## config.mk

```make
export PLATFORM = sky130hd
export DESIGN_NAME = tribus_arbiter
export DESIGN_NICKNAME = d
export VERILOG_FILES = /design/src/rtl/tribus_arbiter.sv
export SDC_FILE = /design/constraint.sdc
export NUM_CORES = 1
export LEC_CHECK = 0
export CAP_MARGIN = 20
export CORE_MARGIN = 2
export CORE_UTILIZATION = 55
export CTS_BUF_LIST = sky130_fd_sc_hd__clkbuf_4
export CTS_CLUSTER_SIZE = 10
export DETAILED_ROUTE_END_ITERATION = 12
export PLACE_DENSITY_LB_ADDON = 0.3
export RECOVER_POWER = 100
export SYNTH_ARGS = -nofsm -noshare
export SYNTH_HDL_FRONTEND = slang
export SYNTH_SLANG_ARGS = --single-unit
```

## constraint.sdc

```tcl
create_clock -name clk -period 3.9 [get_ports clk]
set_input_delay 0.585 -clock clk [delete_from_list [all_inputs] [get_ports clk]]
set_output_delay 0.585 -clock clk [all_outputs]
set_load 0.05 [all_outputs]
```

## src/rtl/tribus_arbiter.sv

```systemverilog
// Round-robin owner arbiter for a shared tri-state bus, with a forced turnaround gap.
// Ports: clk, rst_n, req[N_REQ], gnt/oe[N_REQ] one-hot, owner_id, bus_busy. Option macro: HOLD_TIMEOUT_EN.
module tribus_arbiter #(
  parameter int N_REQ     = 4,
  parameter int TA_CYCLES = 1,
  parameter int MAX_HOLD  = 8
) (
  input  logic                     clk,
  input  logic                     rst_n,
  input  logic [N_REQ-1:0]         req,
  output logic [N_REQ-1:0]         gnt,
  output logic [N_REQ-1:0]         oe,
  output logic [$clog2(N_REQ)-1:0] owner_id,
  output logic                     bus_busy
);

  localparam int IW = $clog2(N_REQ);

  if (N_REQ < 2 || N_REQ > 8) begin : g_bad_n
    $error("tribus_arbiter: N_REQ out of range");
  end
  if (TA_CYCLES < 1 || TA_CYCLES > 15) begin : g_bad_ta
    $error("tribus_arbiter: TA_CYCLES out of range");
  end
  if (MAX_HOLD < 2 || MAX_HOLD > 255) begin : g_bad_hold
    $error("tribus_arbiter: MAX_HOLD out of range");
  end

  typedef enum logic [1:0] {
    IDLE,
    GRANT,
    TURN
  } state_t;

  state_t          state;
  logic [IW-1:0]   ptr;
  logic [3:0]      ta_cnt;
  logic [IW-1:0]   win;
  logic            win_vld;
  logic [N_REQ-1:0] win_oh;
  logic            preempt;

  // Search starts one past the last winner and wraps.
  always_comb begin
    win     = '0;
    win_vld = 1'b0;
    for (int i = 1; i <= N_REQ; i++) begin
      logic [IW-1:0] k;
      k = IW'((int'(ptr) + i) % N_REQ);
      if (!win_vld && req[k]) begin
        win_vld = 1'b1;
        win     = k;
      end
    end
  end

  assign win_oh = {{(N_REQ-1){1'b0}}, 1'b1} << win;

`ifdef HOLD_TIMEOUT_EN
  logic [7:0] hold_cnt;

  // Only give the bus away when someone else is actually waiting.
  assign preempt = (hold_cnt == 8'(MAX_HOLD)) && |(req & ~gnt);
`else
  assign preempt = 1'b0;
`endif

  always_ff @(posedge clk or negedge rst_n) begin
    if (!rst_n) begin
      state    <= IDLE;
      gnt      <= '0;
      oe       <= '0;
      owner_id <= '0;
      bus_busy <= 1'b0;
      ptr      <= IW'(N_REQ - 1);
      ta_cnt   <= '0;
`ifdef HOLD_TIMEOUT_EN
      hold_cnt <= '0;
`endif
    end else begin
      unique case (state)
        IDLE: begin
          if (win_vld) begin
            state    <= GRANT;
            gnt      <= win_oh;
            oe       <= win_oh;
            owner_id <= win;
            ptr      <= win;
            bus_busy <= 1'b1;
`ifdef HOLD_TIMEOUT_EN
            hold_cnt <= 8'd1;
`endif
          end
        end
        GRANT: begin
          if (!req[owner_id] || preempt) begin
            state  <= TURN;
            gnt    <= '0;
            oe     <= '0;
            ta_cnt <= 4'(TA_CYCLES);
          end
`ifdef HOLD_TIMEOUT_EN
          else if (hold_cnt != 8'(MAX_HOLD)) begin
            hold_cnt <= hold_cnt + 8'd1;
          end
`endif
        end
        TURN: begin
          if (ta_cnt == 4'd1) begin
            if (win_vld) begin
              state    <= GRANT;
              gnt      <= win_oh;
              oe       <= win_oh;
              owner_id <= win;
              ptr      <= win;
`ifdef HOLD_TIMEOUT_EN
              hold_cnt <= 8'd1;
`endif
            end else begin
              state    <= IDLE;
              bus_busy <= 1'b0;
            end
          end else begin
            ta_cnt <= ta_cnt - 4'd1;
          end
        end
        default: begin
          state    <= IDLE;
          gnt      <= '0;
          oe       <= '0;
          bus_busy <= 1'b0;
        end
      endcase
    end
  end

endmodule

```

; After elaboration in Yosys (flattened, before gate mapping)
; Cells that the tools add are included.
[word_totals]
regBits = 19
in_bits = 6
out_inout_bits = 11
wordCells = 84
[classes]
n_addsub = 5
order_cmp = 5
eq_ne = 8
n_shift = 1
mux = 43
bitwise = 1
reduce_logical = 14
[ops]
columns = operator, n
row1 = $mux 4, 7
row2 = $pmux 4 s3, 2
row3 = $mux 2, 11
row4 = $lt 2x3->1 const B, 5
row5 = $mux 1, 13
row6 = $bmux 1 s2, 5
row7 = $ne 2x2->1 const B, 5
row8 = $pmux 2 s2, 2
row9 = $pmux 4 s2, 1
row10 = $pmux 2 s3, 1
row11 = $reduce_and 3->1, 2
row12 = $add 2x1->2 const B, 2
row13 = $add 2x2->2 const B, 2
row14 = $eq 4x1->1 const B, 1
row15 = $reduce_and 2->1, 2
row16 = $reduce_and 4->1, 1
row17 = $reduce_bool 2->1, 2
row18 = $shl 1x2->4 const A, 1
row19 = $sub 4x1->4 const B, 1
row20 = $logic_and 1x1->1, 3
row21 = $logic_not 1->1, 3
row22 = $pmux 1 s3, 1
row23 = $eq 2x1->1 const B, 1
row24 = $eq 2x2->1 const B, 1
row25 = other kinds (2), 2

; Depth between registers and ports, before layout
; Gate-level depths: netlist (run 1).
[depth]
depth_word = 17
depth_mapped = 6
mapped_depth_nobuf = 6

; Least setup slack after synthesis (run 1)
; No wires, ideal clock.
[synth_timing]
kind = register to register
from = reg owner_id[1]
to = reg oe[1]
setup_ns = 0.121
t_arrival_ns = 1.704
t_required_ns = 3.779
setup_slack_ns = 2.075
path_stages_with_launch = 5
n_path_buf = 0
synth_period_minus_slack_ns = 1.825
cell_sequence = dfrtp_1 -> mux4_2 -> nand3b_1 -> nand3_1 -> a22o_1
[synth_via]
elab_chain_len = 4
[synth_lines]
columns = element, line
row1 = "start, declared", 13  ; output logic [$clog2(N_REQ)-1:0] owner_id,
row2 = "start signal, assigned", 87  ; owner_id <= win;
row3 = "start signal, assigned", 114  ; owner_id <= win;
row4 = $bmux 1 s2, 96  ; if (!req[owner_id] || preempt) begin
row5 = $mux 1 (implied by the code), 96
row6 = $ne 2x2->1 (no source line), n/a
row7 = $reduce_and 2->1 (no source line), n/a
row8 = "end signal, assigned", 86  ; oe <= win_oh;
row9 = "end signal, assigned", 113  ; oe <= win_oh;
row10 = "end, declared", 12  ; output logic [N_REQ-1:0] oe,
; Every way passes these cells. The select of a mux whose other input is x is not followed.
; A chain may end at the register's enable or synchronous reset.

; Worst setup path in the final report (run 1)
[layout_timing]
from = reg ta_cnt[1]
to = reg owner_id[0]
[layout_via]
elab_chain_len = 3
[layout_lines]
columns = element, line
row1 = "start, declared", 37  ; logic [3:0] ta_cnt;
row2 = "start signal, assigned", 100  ; ta_cnt <= 4'(TA_CYCLES);
row3 = "start signal, assigned", 124  ; ta_cnt <= ta_cnt - 4'd1;
row4 = $eq 4x1->1, 109  ; if (ta_cnt == 4'd1) begin
row5 = $ne 2x2->1 (no source line), n/a
row6 = $reduce_and 2->1 (no source line), n/a
; Every way passes these cells.

==> results of run 1 <==
worst register-to-register path, cell delays in order, from the launching register on:
cell and delay (ps):
dfrtp_1 400, inv_1 90, ha_1 140, or3b_1 420, a211oi_1 930, mux2_2 420
layout by cell type (no fill, tap or decap), types with 3 or more instances in the layout:
cell and n:
clkbuf_4 4, clkdlybuf4s50_1 3, nor2_1 5, mux2_2 3, nand3_1 3, nand2b_1 6, nor2b_1 3, dfrtp_1 13
dlygate4sd3_1 13, inv_1 4, o21ai_0 3, nand2_1 4
per-layer routing:
layer / part of all wire [%] / GRT usage [%]
met1: 47 / 25.28
met2: 48 / 33.54
met3: 3.0 / 2.586
met4: 2.2 / 11.88
met5: 0 / 0
power by group through the flow:
stage	Sequential [W]	Combinational, W	Clock, W
6_report	0.000279	0.000480	0.0000945
5_1_grt	0.000288	0.000509	0.000103
4_1_cts	0.000287	0.000514	0.0000961
3_5_place_dp	0.000287	0.000511	0
3_3_place_gp	0.000284	0.000504	0
2_1_floorplan	0.000395	0.000270	0
synthesized netlist by cell type:
cell	instances	area (sq um)
a31oi_1	1	6.260
nor2b_1	3	18.77
inv_1	4	15.01
xor2_1	2	17.52
nor3_1	1	5.000
nor4_2	1	12.51
a21o_1	1	7.510
dfrtp_1	13	325.3
ha_1	2	25.02
nand2_1	4	15.01
nand3b_1	2	15.01
mux2_2	3	33.78
nand3_1	3	15.01
a21oi_1	2	10.01
buf_4	4	30.03
a32o_1	1	10.01
mux4_2	1	22.52
dfstp_2	2	52.55
mux2i_1	1	10.01
a211oi_4	1	20.02
and2_1	1	6.260
o2bb2ai_1	2	17.52
a22o_1	1	8.760
o21ai_0	3	15.01
o22ai_1	1	6.260
or3b_4	1	11.26
nor2_1	5	18.77
nand2b_1	6	37.54
nor3b_2	1	12.51
o221ai_1	1	8.760
cells by family (layout without fill, tap and decap cells):
group,count (synthesis),count (layout),share of synthesized area [%]
simple gates,28,28,20.71
flops,15,15,46.68
compound gates,14,14,13.60
buf+inv,8,24,5.564
mux,5,5,8.191
fa+ha+maj,2,2,3.091
xor+xnor,2,2,2.164
state kept, by name (all words and copies together), names as in the netlist:
signal / count
bus_busy: 1
oe: 4
owner_id: 2
ptr: 2
state: 2
ta_cnt: 4
metrics by stage:
step                instances  hold slack [ps]  worst slack (ps)   power, W  instance area, sq um
floorplan                  74            289.4              2075  0.0006648                 809.5
global placement          101            497.9              1647  0.0007874                 958.4
detailed placement        101            506.8              1614  0.0007982                 958.4
CTS                       105            525.9              1778  0.0008974                 988.4
global route              105            545.1              1244  0.0009001                 962.2
finish                    105            513.4              1382  0.0008529                 962.2
path summary, 6_finish.rpt:
| kind | end | start |
|---|---|---|
| min in group asynchronous | state[0] | rst_n |
| max in group asynchronous | ta_cnt[2] | rst_n |
| worst max register to register | owner_id[0] | ta_cnt[1] |
| worst min register to register | oe[0] | oe[0] |
| worst max-delay path | owner_id[0] | ta_cnt[1] |
| worst min-delay path | oe[0] | oe[0] |
area by class of cell:
type	count	share of cell area, %
Tap cell	15	1.951
Inverter	4	1.560
Multi-Input combinational cell	51	37.45
Timing Repair Buffer	16	16.65
Clock buffer	4	3.121
Sequential cell	15	39.27
==> impl_metrics.toml, run 1 <==
[power]
clkPwrFrac_pct = 11.1
comb_power_share_pct = 56.2
power_frac_seq_pct = 32.7
switching_share_pct = 49.09
internal_power_w = 0.0004342
power_density_nw_per_um2 = 886.4
ir_worst_vdd_mv = 0.4569
p_leak_nw = 0.4346
switching_power_w = 0.0004187

[logic_synthesis]
yosys_warnings = 0
ys_types = 30
synthCells = 74
syn-cell-area_sq_um = 809.5
syn_nets = 82
syn_avg_cell_area_sq_um = 10.94
yosysSeqAreaShare_pct = 46.68
synth-seq-cells = 15

[place]
dpl.hpwl_microns = 1112
io_buffers = 16
gp_congestion = 0.8030

[timing]
slew_headroom_pct = 27.66
final-hold-violation-count = 0
timing.fmax_ghz = 0.3972
fin_setup_tns_ps = 0
min_period_over_period_pct = 64.55
final.setup_skew_ps = 7.523
setup_viol = 0
rsz0062_at_grt = "false"
finalCriticalPeriod_ps = 2518
finalMaxSlewViolations = 0
worst_slew_pin_slew_ps = 1079

[clock_network]
cts_buffers = 3
clock_path_buffers = 2
clk_pin_slew_ps = 90
clock_sinks = 15
cts_tree = "yes"
cts_resized = 0
cts_hold_buffers = 0
post-cts-setup-buffers = 0
cts_max_level = 1
clk_latency_ps = 290
clock-root-buffer = "clkbuf_4"

[critical_path]
crit_arrival_ps = 2690
path_max_fanout = 9
cp.depth = 5
cp.required_ps = 4070
cp_slowest_cell = "a211oi_1"
endpoint_kind = "register"
r2r_slack_ps = 1380
slowest_delay_ps = 930
critPathKind = "register to register"
r2r_cells = 5
cp_cell_sequence = "inv_1 -> ha_1 -> or3b_1 -> a211oi_1 -> mux2_2"
path_delay_family = "compound AO/OA/AOI/OAI gates"
worst-path-buf-inv = 1
start_kind = "register"

[layout]
drive_gt1_share_pct = 11.11
num-fill-cells = 100
fin_util_pct = 72.14
n_antenna_cell = 0
regArea_sq_um = 377.9
multiInputGateArea_sq_um = 360.3
area_growth_pct = 18.86
finalNetCount = 99

[floorplanning]
coreArea_sq_um = 1334
initial_core_util_pct = 60.69
io_pins = 17
die_y_microns = 42.37
die_area_sq_um = 1795
die_x_microns = 42.37
core.rowCount = 13

[worst_hold_path]
holdPathStages = 1
hold_path_class = "register to register"

[drt]
drt_iter0_drc = 8
drc = 0
via_per_inst = 5.800
wl_per_cell_microns = 14.49
wl_microns = 1521
dr_total_vias = 609
dr.pass1.iters = 4
ant_nets = 0

[flow_run]
drv_cap = 0

[global_route]
grt_pass1_wl_microns = 2677
grt_max_degree = 16
grt.total_usage_pct = 20.33
grt_overflow = 0
grt_pass1_vias = 616
antenna_found_initial = 0

[status]
outcome = "finished, final reports clean"
(Power assumes the default switching activity.)
==> run 2: changes to the inputs <==
- CORE_UTILIZATION: 55 -> 51
- clock period: 3.9 -> 2.6 ns (I/O delays scaled with it)
==> run 2 against run 1 <==
Compared with the run above:
- final cell count grew 0.95%
- global-route usage shrank 2.6 points
- wire length shrank 3.2%
- highest routed layer unchanged
==> impl_metrics.toml, run 2 (same netlist as run 1, synthesis figures left out) <==
[drt]
dr.pass1.iters = 4
wl_microns = 1472
drt_iter0_drc = 11
drc = 0
dr_total_vias = 596
wl_per_cell_microns = 13.89
via_per_inst = 5.623
ant_nets = 0

[layout]
layout_common_cells = "13 x dfrtp_1, 13 x dlygate4sd3_1, 6 x nand2b_1"
fin_util_pct = 65.71
finalNetCount = 99
area_growth_pct = 20.87
reg.largest.list = "oe: 4 flops, ta_cnt: 4 flops"
fin_area_sq_um = 978.4
drive_gt1_share_pct = 13.33
n_antenna_cell = 0
num-fill-cells = 136

[timing]
rsz0062_at_grt = "false"
worst_slew_pin_slew_ps = 856.6
final.setup_skew_ps = 0.5939
hold_ws_ps = 505.7
timing.fmax_ghz = 0.4791
final-hold-violation-count = 0
min_period_over_period_pct = 80.28
slew_headroom_pct = 42.37
finalCriticalPeriod_ps = 2087
fin_setup_tns_ps = 0
finalMaxSlewViolations = 0
setup_viol = 0
setup_ws_ps = 512.8

[power]
comb_power_share_pct = 56.8
clkPwrFrac_pct = 10.8
ir_worst_vdd_mv = 0.7453
internal_power_w = 0.0006618
power_frac_seq_pct = 32.3
switching_power_w = 0.0006252
p_leak_nw = 0.4328
switching_share_pct = 48.58
power_density_nw_per_um2 = 1315

[place]
io_buffers = 16
pre_cts_slack_ps = 495.7
dpl.hpwl_microns = 1113
placed_area_sq_um = 959.7
gp_congestion = 0.7276

[clock_network]
cts_buffers = 3
clock_sinks = 15
post-cts-setup-buffers = 0
cts_resized = 0
cts_hold_buffers = 0
clock-root-buffer = "clkbuf_4"
clk_pin_slew_ps = 80
cts_max_level = 1
clk_latency_ps = 280
cts_tree = "yes"
clock_path_buffers = 2

[floorplanning]
die_area_sq_um = 1922
coreArea_sq_um = 1489
core.rowCount = 14
die_x_microns = 43.84
initial_core_util_pct = 54.37
io_pins = 17
die_y_microns = 43.84

[critical_path]
endpoint_kind = "register"
critPathKind = "input pin to register"
crit_arrival_ps = 2260
r2r_cells = 5
cp.required_ps = 2770
start_kind = "input pin"
slowest_delay_ps = 730
path_max_fanout = 9
worst-path-buf-inv = 1
cp_slowest_cell = "nor4_1"
path_delay_family = "simple AND/OR/NAND/NOR gates"
cp.depth = 5
cp_cell_sequence = "dlygate4sd3_1 -> nor4_1 -> a211oi_4 -> nor2b_1 -> a22o_1"

[flow_run]
drv_cap = 0

[global_route]
grt.total_usage_pct = 17.76
grt_pass1_vias = 566
grt_max_degree = 16
grt_pass1_wl_microns = 2477
grt_overflow = 0
antenna_found_initial = 0

[status]
outcome = "finished, final reports clean"

[worst_hold_path]
holdPathStages = 1
hold_path_class = "register to register"
-- run 2: cell counts in the layout (fill, tap and decap cells not counted) --
Identical to the previous run, type by type.
-- run 2: layer usage --
| metal | up-vias | share of wire [%] | GRT usage (%) |
|---|---|---|---|
| met1 | 284 | 47 | 22.73 |
| met5 | - | 0 | 0 |
| li1 | 293 | - | - |
| met2 | 15 | 47 | 29.12 |
| met4 | 0 | 1.8 | 7.273 |
| met3 | 4 | 4.6 | 3.750 |
-- run 2: metrics by stage --
step                total power, W  instances
floorplan                0.0009973         74
global placement          0.001178        102
detailed placement        0.001198        102
CTS                       0.001342        106
global route              0.001366        106
finish                    0.001287        106
-- run 2: cell type report --
class / instances / area, sq um / share of cell area (%)
tap: 16 / 20.02 / 2.046
clock buffer: 4 / 30.03 / 3.069
inverter: 4 / 15.01 / 1.535
multi-input combinational: 51 / 375.4 / 38.36
sequential: 15 / 377.9 / 38.62
timing repair buffer: 16 / 160.2 / 16.37
-- run 2: power by group through the flow --
stage                     logic, W  clock network, W  registers [W]
final                     0.000731          0.000140       0.000416
after global routing      0.000782          0.000156       0.000428
after CTS                 0.000774          0.000146       0.000423
after detailed placement  0.000772                 0       0.000426
after global placement    0.000755                 0       0.000423
after floorplan           0.000405                 0       0.000592
-- run 2: worst paths after layout --
kind / startpoint / end / slack, ps
hold reg to reg: oe[0] / oe[0] / 510
setup / recovery: req[3] / oe[1] / 510
min in group asynchronous: rst_n / ta_cnt[3] / 580
setup reg to reg: ta_cnt[1] / owner_id[0] / 640
hold / removal: oe[0] / oe[0] / 510
max in group asynchronous: rst_n / oe[2] / 1590
==> run 3: changes to the inputs <==
- clock period: 2.6 -> 2.1 ns (I/O delays scaled with it)
==> run 3 against run 2 <==
Compared with the run above:
- die area did not move
- core utilization is 1.2 points higher
- via count is 1.7% lower
- first-iteration DRC count is 18% higher
- register-to-register slack worse by 450 ps
- clock-buffer cell count unchanged
- wire length decreased by 4.7%
- flip-flop and latch count unchanged
- sequential power grew 26%
- sequential share of layout area decreased by 0.68 points
==> impl_metrics.toml, run 3 (same netlist as run 1, synthesis figures left out) <==
[status]
outcome = "finished, final reports clean"

[drt]
drt_iter0_drc = 13
wl_microns = 1403
dr_total_vias = 586
via_per_inst = 5.426
ant_nets = 0
dr.pass1.iters = 4
drc = 0
wl_per_cell_microns = 12.99

[timing]
slew_headroom_pct = 55.28
fin_setup_tns_ps = 0
finalCriticalPeriod_ps = 1914
min_period_over_period_pct = 91.14
setup_viol = 0
timing.fmax_ghz = 0.5225
final-hold-violation-count = 0
final.setup_skew_ps = 5.304
worst_slew_pin_slew_ps = 668.5
rsz0062_at_grt = "false"
finalMaxSlewViolations = 0

[clock_network]
post-cts-setup-buffers = 0
cts_tree = "yes"
clock_sinks = 15
cts_max_level = 1
cts_buffers = 3
clock_path_buffers = 2
cts_resized = 0
clk_latency_ps = 270
clk_pin_slew_ps = 90
clock-root-buffer = "clkbuf_4"
cts_hold_buffers = 0

[layout]
reg.largest.list = "oe: 4 flops, ta_cnt: 4 flops"
n_antenna_cell = 0
area_growth_pct = 23.03
layout_common_cells = "13 x dfrtp_1, 13 x dlygate4sd3_1, 6 x nand2b_1"
final_cells = 108
drive_gt1_share_pct = 15.22
finalNetCount = 101

[global_route]
grt_max_degree = 16
grt_pass1_vias = 502
grt.total_usage_pct = 16.70
antenna_found_initial = 0
grt_pass1_wl_microns = 2283
grt_overflow = 0

[place]
dp.cells = 104
io_buffers = 16
dpl.hpwl_microns = 1039
gp_congestion = 0.7061

[floorplanning]
initial_core_util_pct = 54.37
die_y_microns = 43.84
die_x_microns = 43.84
io_pins = 17
core.rowCount = 14
die_area_sq_um = 1922
coreArea_sq_um = 1489

[power]
power_density_nw_per_um2 = 1611
report.power.total_w = 0.001604
ir_worst_vdd_mv = 0.8648
p_leak_nw = 0.4398

[critical_path]
startpoint = "req[3]"
start_kind = "input pin"
endpoint_kind = "register"
path_max_fanout = 6
critPathKind = "input pin to register"
r2r_slack_ps = 190
cp.required_ps = 2250
crit_arrival_ps = 2070
reg2reg_from = "ta_cnt[1]"

[worst_hold_path]
hold_path_class = "input pin to async pin"

[flow_run]
drv_cap = 0
[run 3: final timing paths]
kind | endpoint | cells after the start
hold / removal | bus_busy | 1
setup / recovery | ta_cnt[1] | 5
min in group clk | oe[0] | 1
max in group asynchronous | ta_cnt[1] | 1
hold reg to reg | oe[0] | 1
setup reg to reg | owner_id[0] | 5
[run 3: per-layer routing]
metal / routed length, microns / part of all wire [%] / global-route usage, %
met3: 63 / 4.5 / 3.750
met4: 17 / 1.2 / 9.091
met2: 591 / 42 / 23.53
met1: 730 / 52 / 23.67
met5: 0 / 0 / 0
[run 3: power by group]
part / internal (W) / total (W) / switching (W)
clock network: 0.0000864 / 0.000171 / 0.0000847
logic: 0.000325 / 0.000909 / 0.000584
registers: 0.000412 / 0.000524 / 0.000112
total: 0.000824 / 0.00160 / 0.000780
[run 3: final cells by class]
class	instances	area (sq um)
fillers	128	493.0
clock buffers	4	30.03
flip-flops and latches	15	377.9
multi-input cells	51	381.6
repair buffers	18	171.4
inverters	4	15.01
well taps	16	20.02
[run 3: through the flow]
stage          area [sq um]  utilization [%]  hold WS (ps)  worst slack [ps]
5_1_grt               996.0            66.89         543.8             107.7
3_5_place_dp          974.7            65.46         511.9             94.21
2_1_floorplan         809.5                -         19.41             274.5
6_report              996.0            66.89         510.4             186.0
3_3_place_gp          974.7            65.46         495.7             106.0
4_1_cts                1005            67.48         458.2             182.6
[run 3: critical path: stages]
cell and delay, ps:
dlygate4sd3_1 610, mux4_2 520, nor3b_1 310, clkbuf_1 210, o22ai_1 100
